[src/rtl/dflow_replay_sequencer_if.sv]
// dflow_replay_sequencer_if
//   Tuple write / read-return bus between the replay sequencer, the tuple
//   source, the QDR user interface and the downstream consumer.
//
//   Handshake semantics:
//     store: an entry moves when store_vld & store_rdy in the same cycle.
//            store_vld must not depend on store_rdy.
//     write: wr_cmd is a one-cycle strobe qualifying wr_addr.
//     read : rd_cmd is a one-cycle strobe qualifying rd_addr. Every rd_cmd
//            is answered later by one rd_valid pulse. out_ready=1 means
//            downstream can take one more return, and it gates new reads.
//
//   Modports:
//     master - the sequencer (drives store_rdy, wr_*, rd_cmd/rd_addr)
//     slave  - the environment (drives store_vld, out_ready, rd_valid)
interface dflow_replay_sequencer_if #(
    parameter int QDR_ADDR_WIDTH = 19
);
    logic                      store_vld;
    logic                      store_rdy;
    logic                      out_ready;
    logic                      wr_cmd;
    logic [QDR_ADDR_WIDTH-1:0] wr_addr;
    logic                      rd_cmd;
    logic [QDR_ADDR_WIDTH-1:0] rd_addr;
    logic                      rd_valid;

    modport master (
        input  store_vld, out_ready, rd_valid,
        output store_rdy, wr_cmd, wr_addr, rd_cmd, rd_addr
    );

    modport slave (
        output store_vld, out_ready, rd_valid,
        input  store_rdy, wr_cmd, wr_addr, rd_cmd, rd_addr
    );
endinterface

[src/rtl/dflow_replay_sequencer.sv]
// dflow_replay_sequencer
//   Turns the software store/replay control levels into QDR write and read
//   commands over the window [mem_addr_low, mem_addr_high]. Stores tuples
//   until the window is full or start_store drops, then replays the stored
//   region replay_loops times (0 = until start_replay drops), bounding the
//   reads in flight to MAX_OUTSTANDING and honouring out_ready.
//
//   Ports:
//     clk, reset            qdr_clk domain clock, synchronous active-high reset
//     init_calib_complete   starts are ignored until QDR calibration is done
//     sw_rst                software reset level, same effect as reset
//     start_store/replay    enable levels; rising edges start an operation
//     mem_addr_low/high     address window (high inclusive)
//     replay_loops          passes over the stored region, 0 = unbounded
//     bus                   store handshake, QDR write/read commands, returns
//     compelete_store/replay, cfg_err   sticky status flags
//     stored_count          entries written by the last store
//     state                 FSM state (IDLE 0, STORE 1, REPLAY 2, DRAIN 3, DONE 4)
//     replay_count, loop_count  statistics, present only with DFLOW_SEQ_STATS_EN
//
//   Build option: define DFLOW_SEQ_STATS_EN to enable the statistics counters;
//   otherwise replay_count and loop_count are tied to zero.
module dflow_replay_sequencer #(
    parameter int QDR_ADDR_WIDTH  = 19,
    parameter int MAX_OUTSTANDING = 16,
    parameter int LOOP_WIDTH      = 16
) (
    input  logic                      clk,
    input  logic                      reset,
    input  logic                      init_calib_complete,
    input  logic                      sw_rst,
    input  logic                      start_store,
    input  logic                      start_replay,
    input  logic [QDR_ADDR_WIDTH-1:0] mem_addr_low,
    input  logic [QDR_ADDR_WIDTH-1:0] mem_addr_high,
    input  logic [LOOP_WIDTH-1:0]     replay_loops,
    dflow_replay_sequencer_if.master  bus,
    output logic                      compelete_store,
    output logic                      compelete_replay,
    output logic                      cfg_err,
    output logic [QDR_ADDR_WIDTH:0]   stored_count,
    output logic [2:0]                state,
    output logic [31:0]               replay_count,
    output logic [LOOP_WIDTH-1:0]     loop_count
);
    localparam int CNT_W = $clog2(MAX_OUTSTANDING) + 1;
    localparam logic [CNT_W-1:0] MAX_CNT = CNT_W'(MAX_OUTSTANDING);

    typedef enum logic [2:0] {
        ST_IDLE   = 3'd0,
        ST_STORE  = 3'd1,
        ST_REPLAY = 3'd2,
        ST_DRAIN  = 3'd3,
        ST_DONE   = 3'd4
    } state_t;

    state_t state_q, state_next;

    logic                      rst_all;
    logic                      store_lvl, replay_lvl, store_edge, replay_edge;
    logic [QDR_ADDR_WIDTH-1:0] wr_ptr, rd_ptr, wr_addr_q, rd_addr_q, last_addr;
    logic [QDR_ADDR_WIDTH:0]   stored_cnt;
    logic [LOOP_WIDTH-1:0]     loop_cnt;
    logic [CNT_W-1:0]          out_cnt, out_next;
    logic                      wr_cmd_q, rd_cmd_q;
    logic                      c_store_q, c_replay_q, cfg_err_q;
    logic                      store_go, replay_go, cfg_hit, accept, issue, wrap;
    logic                      set_store_done, set_replay_done;

    assign rst_all   = reset | sw_rst;
    // Last stored address; wraps correctly even for a full 2^W window.
    assign last_addr = mem_addr_low + stored_cnt[QDR_ADDR_WIDTH-1:0] - 1'b1;

    // Edge detectors. During reset the level registers track the inputs so
    // a level held high across a reset is not taken as a fresh start.
    always_ff @(posedge clk) begin
        store_lvl  <= start_store;
        replay_lvl <= start_replay;
        if (rst_all) begin
            store_edge  <= 1'b0;
            replay_edge <= 1'b0;
        end else begin
            store_edge  <= start_store & ~store_lvl;
            replay_edge <= start_replay & ~replay_lvl;
        end
    end

    always_ff @(posedge clk) begin
        if (rst_all) state_q <= ST_IDLE;
        else         state_q <= state_next;
    end

    always_comb begin
        state_next      = state_q;
        store_go        = 1'b0;
        replay_go       = 1'b0;
        cfg_hit         = 1'b0;
        accept          = 1'b0;
        issue           = 1'b0;
        wrap            = 1'b0;
        set_store_done  = 1'b0;
        set_replay_done = 1'b0;

        // Counter value after this cycle; a return in the same cycle as a
        // read cancels out, and a stray return at zero is dropped.
        out_next = out_cnt;
        if (rd_cmd_q && !bus.rd_valid)
            out_next = out_cnt + 1'b1;
        else if (!rd_cmd_q && bus.rd_valid && out_cnt != '0)
            out_next = out_cnt - 1'b1;

        case (state_q)
            ST_IDLE, ST_DONE: begin
                if (init_calib_complete && (store_edge || replay_edge)) begin
                    if (mem_addr_high < mem_addr_low) begin
                        cfg_hit = 1'b1;
                    end else if (store_edge) begin
                        store_go   = 1'b1;
                        state_next = ST_STORE;
                    end else if (stored_cnt == '0) begin
                        // Nothing to replay: complete immediately.
                        set_replay_done = 1'b1;
                        state_next      = ST_DONE;
                    end else begin
                        replay_go  = 1'b1;
                        state_next = ST_REPLAY;
                    end
                end
            end
            ST_STORE: begin
                accept = bus.store_vld;
                if ((accept && wr_ptr == mem_addr_high) || !start_store) begin
                    set_store_done = 1'b1;
                    state_next     = ST_DONE;
                end
            end
            ST_REPLAY: begin
                if (!start_replay) begin
                    state_next = ST_DRAIN;
                end else if (bus.out_ready && out_next < MAX_CNT) begin
                    issue = 1'b1;
                    if (rd_ptr == last_addr) begin
                        wrap = 1'b1;
                        if (replay_loops != '0 && loop_cnt + 1'b1 == replay_loops)
                            state_next = ST_DRAIN;
                    end
                end
            end
            ST_DRAIN: begin
                if (out_cnt == '0 && !rd_cmd_q) begin
                    set_replay_done = 1'b1;
                    state_next      = ST_DONE;
                end
            end
            default: state_next = ST_IDLE;
        endcase
    end

    always_ff @(posedge clk) begin
        if (rst_all) begin
            wr_ptr     <= '0;
            rd_ptr     <= '0;
            wr_addr_q  <= '0;
            rd_addr_q  <= '0;
            wr_cmd_q   <= 1'b0;
            rd_cmd_q   <= 1'b0;
            stored_cnt <= '0;
            loop_cnt   <= '0;
            out_cnt    <= '0;
            c_store_q  <= 1'b0;
            c_replay_q <= 1'b0;
            cfg_err_q  <= 1'b0;
        end else begin
            wr_cmd_q <= accept;
            rd_cmd_q <= issue;
            out_cnt  <= out_next;
            if (accept) begin
                wr_addr_q  <= wr_ptr;
                wr_ptr     <= wr_ptr + 1'b1;
                stored_cnt <= stored_cnt + 1'b1;
            end
            if (issue) begin
                rd_addr_q <= rd_ptr;
                rd_ptr    <= wrap ? mem_addr_low : rd_ptr + 1'b1;
                if (wrap) loop_cnt <= loop_cnt + 1'b1;
            end
            if (cfg_hit) cfg_err_q <= 1'b1;
            if (store_go) begin
                c_store_q  <= 1'b0;
                c_replay_q <= 1'b0;
                stored_cnt <= '0;
                wr_ptr     <= mem_addr_low;
            end
            if (replay_go) begin
                c_replay_q <= 1'b0;
                loop_cnt   <= '0;
                out_cnt    <= '0;
                rd_ptr     <= mem_addr_low;
            end
            if (set_store_done)  c_store_q  <= 1'b1;
            if (set_replay_done) c_replay_q <= 1'b1;
        end
    end

    assign bus.store_rdy    = (state_q == ST_STORE);
    assign bus.wr_cmd       = wr_cmd_q;
    assign bus.wr_addr      = wr_addr_q;
    assign bus.rd_cmd       = rd_cmd_q;
    assign bus.rd_addr      = rd_addr_q;
    assign compelete_store  = c_store_q;
    assign compelete_replay = c_replay_q;
    assign cfg_err          = cfg_err_q;
    assign stored_count     = stored_cnt;
    assign state            = state_q;

`ifdef DFLOW_SEQ_STATS_EN
    logic [31:0] replay_cnt_q;

    always_ff @(posedge clk) begin
        if (rst_all || replay_go)
            replay_cnt_q <= '0;
        else if (rd_cmd_q && replay_cnt_q != '1)
            replay_cnt_q <= replay_cnt_q + 1'b1;
    end

    assign replay_count = replay_cnt_q;
    assign loop_count   = loop_cnt;
`else
    assign replay_count = '0;
    assign loop_count   = '0;
`endif
endmodule

[src/flat_wrapper.sv]
// flat-port wrapper written by rule: the top's interface ports become plain ports
module dflow_replay_sequencer_flat 
#(
    parameter int QDR_ADDR_WIDTH  = 19,
    parameter int MAX_OUTSTANDING = 16,
    parameter int LOOP_WIDTH      = 16
)
  (clk, reset, init_calib_complete, sw_rst, start_store, start_replay, mem_addr_low, mem_addr_high, replay_loops, compelete_store, compelete_replay, cfg_err, stored_count, state, replay_count, loop_count, bus_store_vld, bus_out_ready, bus_rd_valid, bus_store_rdy, bus_wr_cmd, bus_wr_addr, bus_rd_cmd, bus_rd_addr);
  dflow_replay_sequencer_if #(.QDR_ADDR_WIDTH(QDR_ADDR_WIDTH)) bus_i ();
  input  logic clk;
  input  logic reset;
  input  logic init_calib_complete;
  input  logic sw_rst;
  input  logic start_store;
  input  logic start_replay;
  input  logic [QDR_ADDR_WIDTH-1:0] mem_addr_low;
  input  logic [QDR_ADDR_WIDTH-1:0] mem_addr_high;
  input  logic [LOOP_WIDTH-1:0] replay_loops;
  output logic compelete_store;
  output logic compelete_replay;
  output logic cfg_err;
  output logic [QDR_ADDR_WIDTH:0] stored_count;
  output logic [2:0] state;
  output logic [31:0] replay_count;
  output logic [LOOP_WIDTH-1:0] loop_count;
  input wire logic [$bits(bus_i.store_vld)-1:0] bus_store_vld;
  input wire logic [$bits(bus_i.out_ready)-1:0] bus_out_ready;
  input wire logic [$bits(bus_i.rd_valid)-1:0] bus_rd_valid;
  output wire logic [$bits(bus_i.store_rdy)-1:0] bus_store_rdy;
  output wire logic [$bits(bus_i.wr_cmd)-1:0] bus_wr_cmd;
  output wire logic [$bits(bus_i.wr_addr)-1:0] bus_wr_addr;
  output wire logic [$bits(bus_i.rd_cmd)-1:0] bus_rd_cmd;
  output wire logic [$bits(bus_i.rd_addr)-1:0] bus_rd_addr;
  assign bus_i.store_vld = bus_store_vld;
  assign bus_i.out_ready = bus_out_ready;
  assign bus_i.rd_valid = bus_rd_valid;
  assign bus_store_rdy = bus_i.store_rdy;
  assign bus_wr_cmd = bus_i.wr_cmd;
  assign bus_wr_addr = bus_i.wr_addr;
  assign bus_rd_cmd = bus_i.rd_cmd;
  assign bus_rd_addr = bus_i.rd_addr;
  dflow_replay_sequencer #(.QDR_ADDR_WIDTH(QDR_ADDR_WIDTH), .MAX_OUTSTANDING(MAX_OUTSTANDING), .LOOP_WIDTH(LOOP_WIDTH)) u_core (.clk(clk), .reset(reset), .init_calib_complete(init_calib_complete), .sw_rst(sw_rst), .start_store(start_store), .start_replay(start_replay), .mem_addr_low(mem_addr_low), .mem_addr_high(mem_addr_high), .replay_loops(replay_loops), .bus(bus_i), .compelete_store(compelete_store), .compelete_replay(compelete_replay), .cfg_err(cfg_err), .stored_count(stored_count), .state(state), .replay_count(replay_count), .loop_count(loop_count));
endmodule
[config.mk]
export PLATFORM = sky130hd
export DESIGN_NAME = dflow_replay_sequencer_flat
export DESIGN_NICKNAME = d
export VERILOG_FILES = /design/src/rtl/dflow_replay_sequencer_if.sv /design/src/rtl/dflow_replay_sequencer.sv /design/src/flat_wrapper.sv
export SDC_FILE = /design/constraint.sdc
export NUM_CORES = 1
export LEC_CHECK = 0
export CORE_MARGIN = 4
export CORE_UTILIZATION = 50
export DETAILED_ROUTE_END_ITERATION = 8
export PLACE_DENSITY_LB_ADDON = 0.15
export SETUP_SLACK_MARGIN = 0.4
export SLEW_MARGIN = 20
export SYNTH_ARGS = -nofsm -noshare
export SYNTH_HDL_FRONTEND = slang
export SYNTH_SLANG_ARGS = --single-unit
[constraint.sdc]
create_clock -name clk -period 7.2 [get_ports clk]
set_input_delay 1.44 -clock clk [delete_from_list [all_inputs] [get_ports clk]]
set_output_delay 1.44 -clock clk [all_outputs]
set_load 0.02 [all_outputs]
==> reports/qor.txt <==
Tcrit/Tclk final -> 76.73%
Ys Warns -> 0
placed standard-cell area -> 0.01019 mm^2
clk_skew -> 0.01282 ns
largest net degree at the start of global routing -> 73
# port buffers -> 129
initial antenna violation count -> 0
RSZ-0062 raised after global routing -> no
number of setup violations in the final report -> 0
vias in the first global route -> 8137
first-pass GRT wire length -> 43130 um
CTS tree -> done
Residual DRC -> 0
fin cells -> 1513
Synth top area share -> 28.76%
Die Wd -> 142.0 um
post-route ant nets -> 0
Int Pwr -> 1335 uW
Tot GR Track Use -> 26.63%
Logic pwr share -> 14.2%
Layout Area Growth over Synthesis -> 19.95%
CP peak stage delay -> 0.63 ns
Root Driver -> clkbuf_16
Final Hold Fails -> 0
mean post-synth cell area -> 7.604 um^2
most frequent cells in the layout -> nand2_1 (131), clkdlybuf4s50_1 (129), dfxtp_1 (129)
outcome -> finished, final reports clean
Worst path top cell family by delay -> simple AND/OR/NAND/NOR gates
CP cell instances -> clkdlybuf4s50_1 > inv_1 > ha_1 > inv_1 > ha_1 > a21oi_1 > o21ai_1 > a221oi_2 > a21oi_1 > nand4b_1 > nor4_4 > nand4_2 > buf_4 > or4_1 > a21oi_1
CP max-delay cell -> clkdlybuf4s50_1
Required @ worst endpoint -> 7.53 ns
critical path class -> in2reg
cell taking the most area after synthesis -> dfxtp_1
routability congestion estimate -> 1.033
CP arrival -> 5.86 ns
switching share of power -> 27.31%
most frequent CP cell -> a21oi_1
Async SR Flop Fraction -> 0%
Max FO, Critical Path -> 41
fin crit period -> 5.525 ns
floorplan row count -> 48
max-slew violations -> 0
Seq cells post-synth -> 129
Vias/cell -> 5.701
routed vias -> 8625
detailed placement HPWL -> 20630 um
number of flops mapped to enable cells by yosys -> 0
Slew @ Worst Pin -> 0.8860 ns
P_sw -> 501.4 uW
power density over cell area -> 170.4 mW/mm^2
standby leakage power -> 0.003991 uW
Worst-Skew Late Latency -> 0.43 ns
Critical Path End Type -> register
sequential area share after synthesis -> 28.76%
Mapped Area -> 0.008980 mm^2
WHS -> 0.3945 ns
total of max-cap violations -> 0
per-cell routed wire length -> 17.93 um
die area -> 0.02017 mm^2
clock tree buffer depth -> 2
Syn Inst Count -> 1181
die height -> 142.0 um
Clock power frac -> 46.8%
Max-slew headroom -> 40.77%
Placed Instances -> 1482
Final Worst Setup Slack -> 1.675 ns
DR pass1 iterations -> 5
postcts setup bufs -> 0
Seq pwr share -> 39.0%
main area contributors after synthesis -> dfxtp_1 (29%), ha_1 (8.4%), a21oi_1 (6.5%)
ant diodes -> 0
CTS Sinks -> 129
hold buffers post-CTS -> 0
dpl ws -> 1.356 ns
Initial Utilization -> 51.38%
post-layout instance area -> 0.01077 mm^2
IR drop worst, VDD -> 0.1649 mV
DR iter-0 viols -> 529
setup TNS -> 0 ns
PostCTS Resize Cnt -> 0
Core Area -> 0.01748 mm^2
worst path bufs/invs -> 4
Remaining Overflow, GRT -> 0
H-tree depth -> 4
crit start category -> input pin
Min-Delay Path Class -> reg2reg
I/O Pins -> 178
Post-synth top flop -> dfxtp_1
highest clock rate -> 0.1810 GHz
share of layout cells above drive strength 1 -> 4.581%
Clock transition at path regs -> 0.06 ns
commonest non-fill, non-tap cell in the layout -> nand2_1
drt total wl -> 27130 um
CTS buffer count -> 17
Yosys cell types -> 75
post-layout net count -> 1400
-- routing by layer --
layer  vias up  wire, um  track usage (%)
met5         -         0                0
met4         0       731            10.05
met3        51      1986            4.973
met2       345     12230            41.19
met1      4013     12190            37.00
li1       4216         -                -
-- final timing paths --
path	depth (start not counted)	endpoint	startpoint	slack, ns
setup / recovery	15	u_core.loop_cnt[14]	mem_addr_low[10]	1.68
hold / removal	1	u_core.store_edge	u_core.store_lvl	0.39
setup reg to reg	15	u_core.loop_cnt[14]	u_core.stored_count[1]	2.89
hold reg to reg	1	u_core.store_edge	u_core.store_lvl	0.39
-- power by group through the flow --
stage | Sequential [uW] | Combinational (uW) | Clock, uW
2_1_floorplan | 732 | 187 | 0
3_3_place_gp | 732 | 254 | 0
3_5_place_dp | 732 | 254 | 0
4_1_cts | 717 | 256 | 870
5_1_grt | 716 | 282 | 901
6_report | 717 | 260 | 859
-- cell type report --
cell class / count / area [um^2]
Timing Repair Buffer: 138 / 1359
Inverter: 80 / 300.3
Multi-Input combinational cell: 910 / 5670
Clock buffer: 18 / 439.2
Clock inverter: 13 / 138.9
Sequential cell: 129 / 2582
Fill cell: 1613 / 6705
Tap cell: 225 / 281.5
-- state kept, by name, summed over array words and instances (netlist names), 3 cells and up --
register,cells
u_core.stored_count,20
u_core.bus.rd_addr,19
u_core.bus.wr_addr,19
u_core.rd_ptr,19
u_core.wr_ptr,19
u_core.loop_cnt,16
u_core.out_cnt,5
u_core.state,3
-- cells by family after synthesis --
family	after synthesis	share of synthesized area, %
compound gates	275	18.85
other cells	1	0.04176
xor+xnor	105	10.41
flops	129	28.76
mux	6	0.6827
fa+ha+maj	61	8.583
simple gates	415	22.54
buf+inv	189	10.13
-- cells in the mapped netlist (4+ instances only) --
| cell type | instances |
|---|---|
| clkbuf_1 | 49 |
| a21oi_1 | 116 |
| or4_1 | 4 |
| a21o_1 | 12 |
| nor2b_1 | 7 |
| a22oi_1 | 5 |
| nor2_1 | 97 |
| nand4_1 | 30 |
| o21ai_1 | 4 |
| xnor2_1 | 60 |
| o211ai_1 | 4 |
| nand3_1 | 42 |
| buf_4 | 48 |
| o21ai_0 | 47 |
| and3_1 | 14 |
| buf_2 | 9 |
| nor3_1 | 19 |
| nor4_1 | 12 |
| dfxtp_1 | 129 |
| xor2_1 | 43 |
| a31oi_1 | 9 |
| inv_1 | 80 |
| or3_1 | 17 |
| nand2_1 | 131 |
| a211oi_1 | 29 |
| o21a_1 | 7 |
| and2_1 | 7 |
| mux2i_1 | 5 |
| nand2b_1 | 10 |
| o31ai_1 | 6 |
| ha_1 | 60 |
| nand4b_1 | 4 |
-- worst reg2reg max path, delay by kind of cell (launching register included) --
| family | cells | cell delay (ns) |
|---|---|---|
| buffers and inverters | 3 | 0.50 |
| adders and majority gates | 3 | 0.92 |
| muxes | 1 | 0.22 |
| AOI/OAI and AO/OA | 3 | 0.57 |
| DFF | 1 | 0.42 |
| and+or+nand+nor | 5 | 1.59 |
-- metrics by stage --
stage               util [%]  total power, uW
detailed placement     58.33            986.8
CTS                    61.63             1843
global placement       58.33            986.7
floorplan                  -            919.3
finish                 61.63             1836
global route           61.63             1900
No activity file was read; power rests on OpenSTA's default activity.
